File: config.mk
export PLATFORM = sky130hd
export DESIGN_NAME = bypass_rf_sequencer
export DESIGN_NICKNAME = d
export VERILOG_FILES = /design/src/rtl/bypass_rf_sequencer_pkg.sv /design/src/rtl/bypass_rf_sequencer.sv
export SDC_FILE = /design/constraint.sdc
export NUM_CORES = 1
export LEC_CHECK = 0
export BUFFER_PORTS_ARGS = -buffer_cell sky130_fd_sc_hd__buf_2
export CAP_MARGIN = 20
export CORE_MARGIN = 2
export CORE_UTILIZATION = 46
export CTS_BUF_LIST = sky130_fd_sc_hd__clkbuf_8
export DETAILED_ROUTE_END_ITERATION = 8
export GPL_ROUTABILITY_DRIVEN = 0
export PLACE_DENSITY = 0.82
export SLEW_MARGIN = 25
export SYNTH_ARGS = -nofsm -noshare
export SYNTH_HDL_FRONTEND = slang
export SYNTH_SLANG_ARGS = --single-unit
File: constraint.sdc
create_clock -name CLK -period 1.91 [get_ports CLK]
set_input_delay 0.382 -clock CLK [delete_from_list [all_inputs] [get_ports CLK]]
set_output_delay 0.382 -clock CLK [all_outputs]
set_load 0.005 [all_outputs]
File: src/rtl/bypass_rf_sequencer_pkg.sv
// Shared types for the bypass register-file sequencer: FSM state encoding and
// the reservation "go" predicate.
package bypass_rf_sequencer_pkg;

  typedef enum logic [2:0] {
    IDLE,
    RES,
    WAIT,
    OUT,
    WB,
    FREE
  } seq_state_t;

  // Reservation may only fire when every port it needs is ready in the same cycle.
  function automatic logic rres_go(input logic rres_rdy_1,
                                   input logic rres_rdy_2,
                                   input logic alloc_rdy,
                                   input logic has_rd);
    return rres_rdy_1 & rres_rdy_2 & (alloc_rdy | ~has_rd);
  endfunction

endpackage

File: src/rtl/bypass_rf_sequencer.sv
// Single-op-in-flight sequencer: reserves RF names, collects operands, forwards
// them downstream, writes the result back and frees the names again.
module bypass_rf_sequencer
  import bypass_rf_sequencer_pkg::*;
#(
  parameter int unsigned addr_width = 1,
  parameter int unsigned data_width = 1,
  parameter int unsigned name_width = 1
) (
  input  logic                  CLK,
  input  logic                  RST,

  input  logic                  REQ_VALID,
  output logic                  REQ_RDY,
  input  logic [addr_width-1:0] REQ_RS1,
  input  logic [addr_width-1:0] REQ_RS2,
  input  logic [addr_width-1:0] REQ_RD,
  input  logic                  REQ_HASRD,

  output logic                  OP_VALID,
  input  logic                  OP_RDY,
  output logic [data_width-1:0] OP_A,
  output logic [data_width-1:0] OP_B,

  input  logic                  WB_VALID,
  output logic                  WB_RDY,
  input  logic [data_width-1:0] WB_DATA,

  output logic [addr_width-1:0] RF_ADDR_IN,
  output logic                  RF_ALLOC_E,
  input  logic                  RF_ALLOC_READY,
  input  logic [name_width-1:0] RF_NAME_OUT,
  output logic [addr_width-1:0] RF_ADDR_1,
  output logic                  RF_RRESE_1,
  input  logic                  RF_RRES_READY_1,
  input  logic [name_width-1:0] RF_RNAME_OUT_1,
  output logic [addr_width-1:0] RF_ADDR_2,
  output logic                  RF_RRESE_2,
  input  logic                  RF_RRES_READY_2,
  input  logic [name_width-1:0] RF_RNAME_OUT_2,

  output logic [name_width-1:0] RF_NAME_IN_1,
  output logic [data_width-1:0] RF_D_IN_1,
  output logic                  RF_WE_1,
  output logic                  RF_WE_2,
  output logic [name_width-1:0] RF_NAME_1,
  output logic [name_width-1:0] RF_VALID_NAME_1,
  input  logic [data_width-1:0] RF_D_OUT_1,
  input  logic                  RF_VALID_OUT_1,
  output logic [name_width-1:0] RF_NAME_2,
  output logic [name_width-1:0] RF_VALID_NAME_2,
  input  logic [data_width-1:0] RF_D_OUT_2,
  input  logic                  RF_VALID_OUT_2,

  output logic [name_width-1:0] RF_W_F,
  output logic                  RF_WFE,
  input  logic                  RF_F_READY,
  output logic [name_width-1:0] RF_RD_F_1,
  output logic                  RF_FE_1,
  output logic [name_width-1:0] RF_RD_F_2,
  output logic                  RF_FE_2
);

  seq_state_t state_q, state_d;

  logic [addr_width-1:0] rs1_q, rs1_d;
  logic [addr_width-1:0] rs2_q, rs2_d;
  logic [addr_width-1:0] rd_q, rd_d;
  logic                  hasrd_q, hasrd_d;
  logic [name_width-1:0] rn1_q, rn1_d;
  logic [name_width-1:0] rn2_q, rn2_d;
  logic [name_width-1:0] wn_q, wn_d;
  logic [data_width-1:0] op_a_q, op_a_d;
  logic [data_width-1:0] op_b_q, op_b_d;
  logic                  got1_q, got1_d;
  logic                  got2_q, got2_d;
  logic                  rd_freed_q, rd_freed_d;
  logic                  wr_freed_q, wr_freed_d;
  logic                  go;

  assign go      = rres_go(RF_RRES_READY_1, RF_RRES_READY_2, RF_ALLOC_READY, hasrd_q);
  assign OP_A    = op_a_q;
  assign OP_B    = op_b_q;
  assign RF_WE_2 = 1'b0;

  always_comb begin
    state_d    = state_q;
    rs1_d      = rs1_q;
    rs2_d      = rs2_q;
    rd_d       = rd_q;
    hasrd_d    = hasrd_q;
    rn1_d      = rn1_q;
    rn2_d      = rn2_q;
    wn_d       = wn_q;
    op_a_d     = op_a_q;
    op_b_d     = op_b_q;
    got1_d     = got1_q;
    got2_d     = got2_q;
    rd_freed_d = rd_freed_q;
    wr_freed_d = wr_freed_q;

    REQ_RDY         = 1'b0;
    OP_VALID        = 1'b0;
    WB_RDY          = 1'b0;
    RF_ADDR_IN      = '0;
    RF_ALLOC_E      = 1'b0;
    RF_ADDR_1       = '0;
    RF_RRESE_1      = 1'b0;
    RF_ADDR_2       = '0;
    RF_RRESE_2      = 1'b0;
    RF_NAME_IN_1    = '0;
    RF_D_IN_1       = '0;
    RF_WE_1         = 1'b0;
    RF_NAME_1       = '0;
    RF_VALID_NAME_1 = '0;
    RF_NAME_2       = '0;
    RF_VALID_NAME_2 = '0;
    RF_W_F          = '0;
    RF_WFE          = 1'b0;
    RF_RD_F_1       = '0;
    RF_FE_1         = 1'b0;
    RF_RD_F_2       = '0;
    RF_FE_2         = 1'b0;

    case (state_q)
      IDLE: begin
        REQ_RDY = 1'b1;
        if (REQ_VALID) begin
          rs1_d   = REQ_RS1;
          rs2_d   = REQ_RS2;
          rd_d    = REQ_RD;
          hasrd_d = REQ_HASRD;
          state_d = RES;
        end
      end

      RES: begin
        RF_ADDR_1  = rs1_q;
        RF_ADDR_2  = rs2_q;
        RF_ADDR_IN = rd_q;
        // All three enables share one condition so a reservation is never partial.
        if (go) begin
          RF_RRESE_1 = 1'b1;
          RF_RRESE_2 = 1'b1;
          RF_ALLOC_E = hasrd_q;
          rn1_d      = RF_RNAME_OUT_1;
          rn2_d      = RF_RNAME_OUT_2;
          wn_d       = RF_NAME_OUT;
          got1_d     = 1'b0;
          got2_d     = 1'b0;
          state_d    = WAIT;
        end
      end

      WAIT: begin
        RF_NAME_1       = rn1_q;
        RF_VALID_NAME_1 = rn1_q;
        RF_NAME_2       = rn2_q;
        RF_VALID_NAME_2 = rn2_q;
        if (!got1_q && RF_VALID_OUT_1) begin
          op_a_d = RF_D_OUT_1;
          got1_d = 1'b1;
        end
        if (!got2_q && RF_VALID_OUT_2) begin
          op_b_d = RF_D_OUT_2;
          got2_d = 1'b1;
        end
        if (got1_d && got2_d) begin
          state_d = OUT;
        end
      end

      OUT: begin
        OP_VALID = 1'b1;
        if (OP_RDY) begin
          rd_freed_d = 1'b0;
          wr_freed_d = 1'b0;
          state_d    = hasrd_q ? WB : FREE;
        end
      end

      WB: begin
        WB_RDY       = 1'b1;
        RF_WE_1      = WB_VALID;
        RF_NAME_IN_1 = wn_q;
        RF_D_IN_1    = WB_DATA;
        if (WB_VALID) begin
          state_d = FREE;
        end
      end

      FREE: begin
        RF_RD_F_1 = rn1_q;
        RF_RD_F_2 = rn2_q;
        if (!rd_freed_q) begin
          RF_FE_1    = 1'b1;
          RF_FE_2    = 1'b1;
          rd_freed_d = 1'b1;
        end
        if (hasrd_q && !wr_freed_q) begin
          RF_WFE = 1'b1;
          RF_W_F = wn_q;
          if (RF_F_READY) begin
            wr_freed_d = 1'b1;
          end
        end
        // Using the _d flags lets read and write frees retire in the same cycle.
        if (rd_freed_d && (wr_freed_d || !hasrd_q)) begin
          state_d = IDLE;
        end
      end

      default: state_d = IDLE;
    endcase
  end

  always_ff @(posedge CLK) begin
    if (RST) begin
      state_q    <= IDLE;
      rs1_q      <= '0;
      rs2_q      <= '0;
      rd_q       <= '0;
      hasrd_q    <= 1'b0;
      rn1_q      <= '0;
      rn2_q      <= '0;
      wn_q       <= '0;
      op_a_q     <= '0;
      op_b_q     <= '0;
      got1_q     <= 1'b0;
      got2_q     <= 1'b0;
      rd_freed_q <= 1'b0;
      wr_freed_q <= 1'b0;
    end else begin
      state_q    <= state_d;
      rs1_q      <= rs1_d;
      rs2_q      <= rs2_d;
      rd_q       <= rd_d;
      hasrd_q    <= hasrd_d;
      rn1_q      <= rn1_d;
      rn2_q      <= rn2_d;
      wn_q       <= wn_d;
      op_a_q     <= op_a_d;
      op_b_q     <= op_b_d;
      got1_q     <= got1_d;
      got2_q     <= got2_d;
      rd_freed_q <= rd_freed_d;
      wr_freed_q <= wr_freed_d;
    end
  end

endmodule
; Word-level counts from Yosys, hierarchy flattened
; Index checks and enable logic that the tools add are counted.
; Widths: inputs -> output; s select.
[word_totals]
register_bits = 16
[classes]
eq_ne = 11
mux = 45
bitwise_logic = 4
reduce_logical = 20
[op_table]
columns = operator, count
row1 = $mux 1, 34
row2 = $mux 3, 6
row3 = $pmux 3 s6, 1
row4 = $ne 2x2->1 const B, 6
row5 = $reduce_and 2->1, 6
row6 = $pmux 1 s2, 4
row7 = $eq 3x2->1 const B, 2
row8 = $eq 3x3->1 const B, 2
row9 = $reduce_and 6->1, 1
row10 = $logic_and 1x1->1, 5
row11 = $logic_not 1->1, 4
row12 = $reduce_bool 2->1, 2
row13 = $eq 3x1->1 const B, 1
row14 = $logic_not 3->1, 1
row15 = $and 1x1->1, 2
row16 = $logic_or 1x1->1, 1
row17 = $not 1->1, 1
row18 = $or 1x1->1, 1

; Depth between registers and ports, before layout
; Gate-level depths: netlist of the first run.
[logic_depth]
word_depth = 8
depth_mapped = 7

; Worst setup path before layout of the first run
; No wires, ideal clock.
[synth_timing]
kind = register -> output
startpoint = register state_q[2]
endpoint = output port RF_ALLOC_E
arrival_ns = 1.343
required_ns = 1.528
slack_ns = 0.185
stages_incl_launch_ff = 5
n_path_buf = 2
cell_sequence = dfxtp_1 -> buf_4 -> clkbuf_1 -> nor4b_4 -> and2_1
[synth_between]
elab_chain_cells = 2
[synth_lines]
columns = item, line
row1 = start: declaration, bypass_rf_sequencer.sv:64  ; seq_state_t state_q, state_d;
row2 = start signal: assignment, bypass_rf_sequencer.sv:234  ; state_q <= state_d;
row3 = $eq 3x1->1, bypass_rf_sequencer.sv:125  ; case (state_q)
row4 = $mux 1, bypass_rf_sequencer.sv:125
row5 = end: declaration, bypass_rf_sequencer.sv:30  ; output logic RF_ALLOC_E,
; No other way between the ends.

; Worst setup path after layout of the first run
[layout_timing]
startpoint = register state_q[2]
endpoint = output port RF_RRESE_1
[layout_between]
elab_chain_cells = 2
[layout_lines]
columns = item, line
row1 = $eq 3x1->1, bypass_rf_sequencer.sv:125
row2 = $mux 1, bypass_rf_sequencer.sv:125
row3 = end: declaration, bypass_rf_sequencer.sv:34  ; output logic RF_RRESE_1,
; No other way between the ends.

==> impl_results.md, run 1 <==
* Worst path max stage delay at ~380 ps
* WL/cell at about 13 um
* Max reg flops at 3
* Leading area contributor after synthesis: dfxtp_1
* Port Buf Inserts at 44
* Worst vdd ir at 0.000456 V
* Count leader, synth: nor2_1
* Total grt overflow at 0
* CP most frequent cell: buf_4
* Design area at approximately 1200 um^2
* Clk pin slew, worst setup/hold paths at 60 ps
* Max Slew Vio Count at 0
* Hold-critical path depth at 2
* Initial core utilization at a little over 50%
* Gr usage total at 20.9%
* H-tree levels at 1
* Pwr dens at 743 nW/um^2
* Leak at 0.601 nW
* Ys async rst share at 0%
* Clock Skew at 2.53 ps
* Origin of the critical flop-to-flop path: hasrd_q
* First-pass GRT wire length at 3.41 mm
* CP Class: flop to primary output
* Stages on worst setup path at 4
* Worst setup SP type: flop
* Top cells by count, synth: 18 x nor2_1, 16 x dfxtp_1, 11 x and2_1
* Pre-CTS WS at 140 ps
* Post-synth top flop: dfxtp_1
* Io pins at 46
* FMAX at roughly 0.54 GHz
* Slowest CP cell: dfxtp_2
* Fin crit share at 96.9%
* Syn Area/Cell at 8.49 um^2
* Post-DP HPWL at 1.67 mm
* Crit path required time at ~1500 ps
* Clock root cell: clkbuf_8
* Fin worst setup slack at 59.5 ps
* Nets@finish at 172
* Slew margin rel. at between 60 and 70%
* Buf/Inv on CP at 3
* Reg2reg end: state_q[0]
* Core Box Area at 1780 um^2
* Crit end category: primary output
* Crit-path cells: buf_4, nor4b_4, buf_4, buf_2
* Die width at 48.2 um
* Area of the mapped netlist at 900 um^2
* Clk_lat worst skew at about 250 ps
* Post-synthesis sequential area ratio at 35.6%
* FILL cells at 158
* Min-delay src: OP_RDY
* Yosys top cell area share at a little over a third
* Setup violations, final at 0
* Synth warn at 0
* RSZ-0062 raised after global routing: yes
* FP Rows at 15
* Synth cell types at 30
* Max FO, Critical Path at 12
* Layout cells sized above 1 at between 40 and 50%
* Largest cells by area after synthesis: dfxtp_1 36%, mux2i_1 10%, and2_1 7.6%
* Vias in the first global route at 778
* Die span in y at 48.2 um
* EDFF count, synth at 0
* # diodes at 0
* Number of synthesized register bits at 16
* DRC errors left at 0
* CP Data Arrival Time at 1470 ps
* Reg2reg path depth at 7
* Fin Setup TNS at 0 ps
* Top Family by Delay on Critical Path: buffers and inverters
* Largest net degree at the start of global routing at 17
* Area Overhead vs Synth at 33.2%
* Worst-Margin Slew at just under 500 ps
* Routed wire length at approximately 2.3 mm
* Starting DRC count in detailed routing at 19
* Hold slack final at about 350 ps
* Detailed Routing Iterations Pass 1 at 4
* Initial antenna violation count at 0
* Num CTS Buffers at 3
* Die area at 2330 um^2
* CTS tree: yes
* Sink Count at 16
* Final min period at 1850 ps
* Worst min-delay path class: input pin to flop
* Via count at 914
* Vias per cell at 5.22
* Clock Path Buffers at 2
* Cts hold-fix bufs at 0
* Final hold viol count at 0
* Antenna Nets Post-Route at 0
* Register bank with the most flops: state_q
* WHS Endpoint: wr_freed_q
* Max cap viols at 0
* Status: completed
* Placed cell area at 1090 um^2
* FF-to-FF setup slack at 210 ps
* Syn nets at 127
* Gate Count Post-Synth at 106
[through the flow]
stage / utilization (%) / cells / total power, W
3_3_place_gp: 61.1 / 165 / 0.000572
3_5_place_dp: 61.1 / 165 / 0.000580
2_1_floorplan: - / 106 / 0.000522
6_report: 67.2 / 175 / 0.000890
4_1_cts: 66.6 / 174 / 0.000887
5_1_grt: 67.2 / 175 / 0.000931
[report_power, final]
| part | internal, W | total [W] | switching, W |
|---|---|---|---|
| registers | 0.000357 | 0.000386 | 0.0000292 |
| clock network | 0.000183 | 0.000297 | 0.000115 |
| logic | 0.000105 | 0.000207 | 0.000102 |
| total | 0.000644 | 0.000890 | 0.000246 |
[cell families (layout without fill, tap and decap cells)]
family,after synthesis,count (layout),share of synthesized area [%]
AOI/OAI and AO/OA,16,16,13.2
and+or+nand+nor,49,49,30.6
buffers and inverters,15,59,10.2
other,1,1,0.417
muxes,9,9,10.0
DFF,16,16,35.6
[layout make-up]
type	count	area [um^2]	share of cell area, %
Inverter	2	7.51	0.626
Tap cell	25	31.3	2.61
Multi-Input combinational cell	75	493	41.1
Sequential cell	16	324	27.0
Timing Repair Buffer	53	288	24.0
Clock buffer	4	55.1	4.59
[per-layer routing]
metal	track usage [%]	vias up	part of all wire, %
met3	3.70	2	9.0
met4	6.49	0	0.39
met5	0	-	0
li1	-	449	-
met2	37.1	49	49
met1	25.5	414	41
[layout by cell type (no fill, tap or decap), types with 3 or more instances in the layout]
cell type	count
dfxtp_2	3
nand2_1	3
nor2_1	18
a21oi_1	6
and2_1	11
nor3_1	5
and3_1	3
dfxtp_1	13
buf_2	44
clkbuf_8	4
mux2i_1	9
buf_4	9
[repair_timing]
item	in CTS	in global routing
resized for setup	2	3
setup buffers	5	1
gates cloned	0	0
pin swaps	2	2
endpoints found under the setup margin	6	9
[worst max-delay path by stage]
stage,from,endpoint,slack (ps)
4_1_cts,hasrd_q,RF_RRESE_1,30
5_1_grt,hasrd_q,RF_RRESE_1,-10
6_report,state_q[2],RF_RRESE_1,60
3_5_place_dp,hasrd_q,RF_RRESE_1,140
2_1_floorplan,state_q[2],RF_ALLOC_E,190
3_3_place_gp,state_q[2],state_q[0],200
Note: power is estimated with default switching activity, not from simulation.
==> run 2, diff against run 1 <==
Settings changed: CELL_PAD_IN_SITES_DETAIL_PLACEMENT from default to 1, CELL_PAD_IN_SITES_GLOBAL_PLACEMENT from default to 1, CORE_UTILIZATION 46 to 32, PLACE_DENSITY 0.82 to 0.81.
==> run 2 against run 1 <==
Compared with the run above:
- combinational power hardly changed
- largest cell class unchanged
- critical path type unchanged
- maximum frequency grew 2.2%
- sequential power hardly changed
- sequential share of layout area is 0.076 points higher
- non-clock buffer count shrank 1
- first-iteration DRC count down 42%
- largest power group unchanged
==> impl_results.md, run 2 (same netlist as run 1, synthesis figures left out) <==
* Fin Setup TNS at 0 ps
* WHS Endpoint: wr_freed_q
* Nets@finish at 171
* Gr usage total at 15.6%
* Reg2reg end: state_q[1]
* Max cap viols at 0
* Initial core utilization at 33.2%
* Max reg flops at 3
* Crit path launch: hasrd_q
* WL/cell at 13.7 um
* Clock Path Buffers at 2
* Sink Count at 16
* Worst vdd ir at 0.000422 V
* Slew margin rel. at 67.3%
* Clk pin slew, worst setup/hold paths at 60 ps
* FP Rows at 19
* Io pins at 46
* FF-to-FF setup slack at 200 ps
* Routed wire length at 2.47 mm
* Final hold viol count at 0
* Layout cells sized above 1 at between 40% and 50%
* Top Family by Delay on Critical Path: simple AND/OR/NAND/NOR gates
* Max Slew Vio Count at 0
* FMAX at 0.552 GHz
* # diodes at 0
* Clock root cell: clkbuf_8
* H-tree levels at 1
* Crit path required time at 1530 ps
* Buf/Inv on CP at 3
* Worst-Margin Slew at 485 ps
* DRC errors left at 0
* Die span in y at ~57 um
* Clk_lat worst skew at 250 ps
* Slowest CP cell: nor4b_4
* Min-delay src: OP_RDY
* Final min period at 1810 ps
* Post-DP HPWL at 1.93 mm
* First-pass GRT wire length at slightly below 4 mm
* Stages on worst setup path at 5
* Core Box Area at 2710 um^2
* Worst setup SP type: flop
* Pre-CTS WS at ~150 ps
* Detailed Routing Iterations Pass 1 at 4
* Fin worst setup slack at 98.7 ps
* Most common cell after layout, fill and taps aside: buf_2
* Antenna Nets Post-Route at 0
* Crit end category: primary output
* Vias per cell at 4.91
* Reg2reg path depth at 5
* Area Overhead vs Synth at 33.4%
* Status: completed
* Setup violations, final at 0
* Crit-path cells: inv_2, o211ai_1, nor4b_4, buf_4, buf_2
* CP Data Arrival Time at 1430 ps
* Clock Skew at 1.13 ps
* Starting DRC count in detailed routing at 11
* Initial antenna violation count at 0
* CTS tree: yes
* Via count at about 880
* Total grt overflow at 0
* FILL cells at 339
* Die width at 57.0 um
* Num CTS Buffers at 3
* CP Class: flop to primary output
* Origin of the critical flop-to-flop path: state_q[2]
* RSZ-0062 raised after global routing: no
* Port Buf Inserts at 44
* Die area at 3250 um^2
* Worst min-delay path class: input pin to flop
* Largest net degree at the start of global routing at 17
* Leak at between 0.5 and 0.6 nW
* Commonest non-fill, non-tap cells in the layout: 44 x buf_2, 18 x nor2_1, 12 x dfxtp_1, 11 x and2_1, 9 x mux2i_1
* Pwr dens at 752 nW/um^2
* Max FO, Critical Path at 4
* Hold-critical path depth at 2
* Fin crit share at 94.8%
* Worst path max stage delay at 400 ps
* Register bank with the most flops: state_q
* Vias in the first global route at 842
[run 2: metrics by stage]
stage / utilization, % / power [W] / cells / cell area [um^2] / hold slack (ps)
2_1_floorplan: - / 0.000522 / 106 / 900 / 452
3_3_place_gp: 40.8 / 0.000578 / 172 / 1100 / 469
3_5_place_dp: 40.8 / 0.000588 / 172 / 1100 / 482
4_1_cts: 43.4 / 0.000906 / 178 / 1180 / 341
5_1_grt: 44.3 / 0.000954 / 180 / 1200 / 343
6_report: 44.3 / 0.000902 / 180 / 1200 / 347
[run 2: final cells by class]
type	count	area, um^2	area share, %
tap	31	38.8	3.23
inverter	2	7.51	0.626
multi-input combinational	75	493	41.1
sequential	16	325	27.1
clock buffer	4	55.1	4.59
timing repair buffer	52	280	23.4
[run 2: where the power goes]
group          internal, W  total (W)  switching (W)
logic             0.000104   0.000208       0.000104
registers         0.000358   0.000387      0.0000289
clock network     0.000183   0.000308       0.000124
total             0.000645   0.000902       0.000257
[run 2: what timing repair did]
item                       CTS  global route
setup buffers                2             2
hold buffers                 0             0
cloned                       0             0
pin swaps                    3             0
resized for setup            2             4
setup endpoints to repair    1            12
[run 2: layer usage]
layer / track usage, % / up-vias / routed length, um
li1: - / 442 / -
met1: 19.2 / 408 / 1070
met2: 26.3 / 31 / 1220
met3: 4.99 / 3 / 157
met4: 3.99 / 0 / 21
met5: 0 / - / 0
[run 2: worst reg2reg max path: cells and delay by family, from the launching register on]
kind            cells  cell delay, ps
compound gates      2             330
flops               1             450
simple gates        3             790
[run 2: worst max path at each step]
stage,endpoint,slack (ps)
global placement,state_q[2],220
global route,RF_ALLOC_E,4
CTS,RF_ALLOC_E,10
floorplan,RF_ALLOC_E,190
finish,RF_RRESE_2,100
detailed placement,state_q[2],150
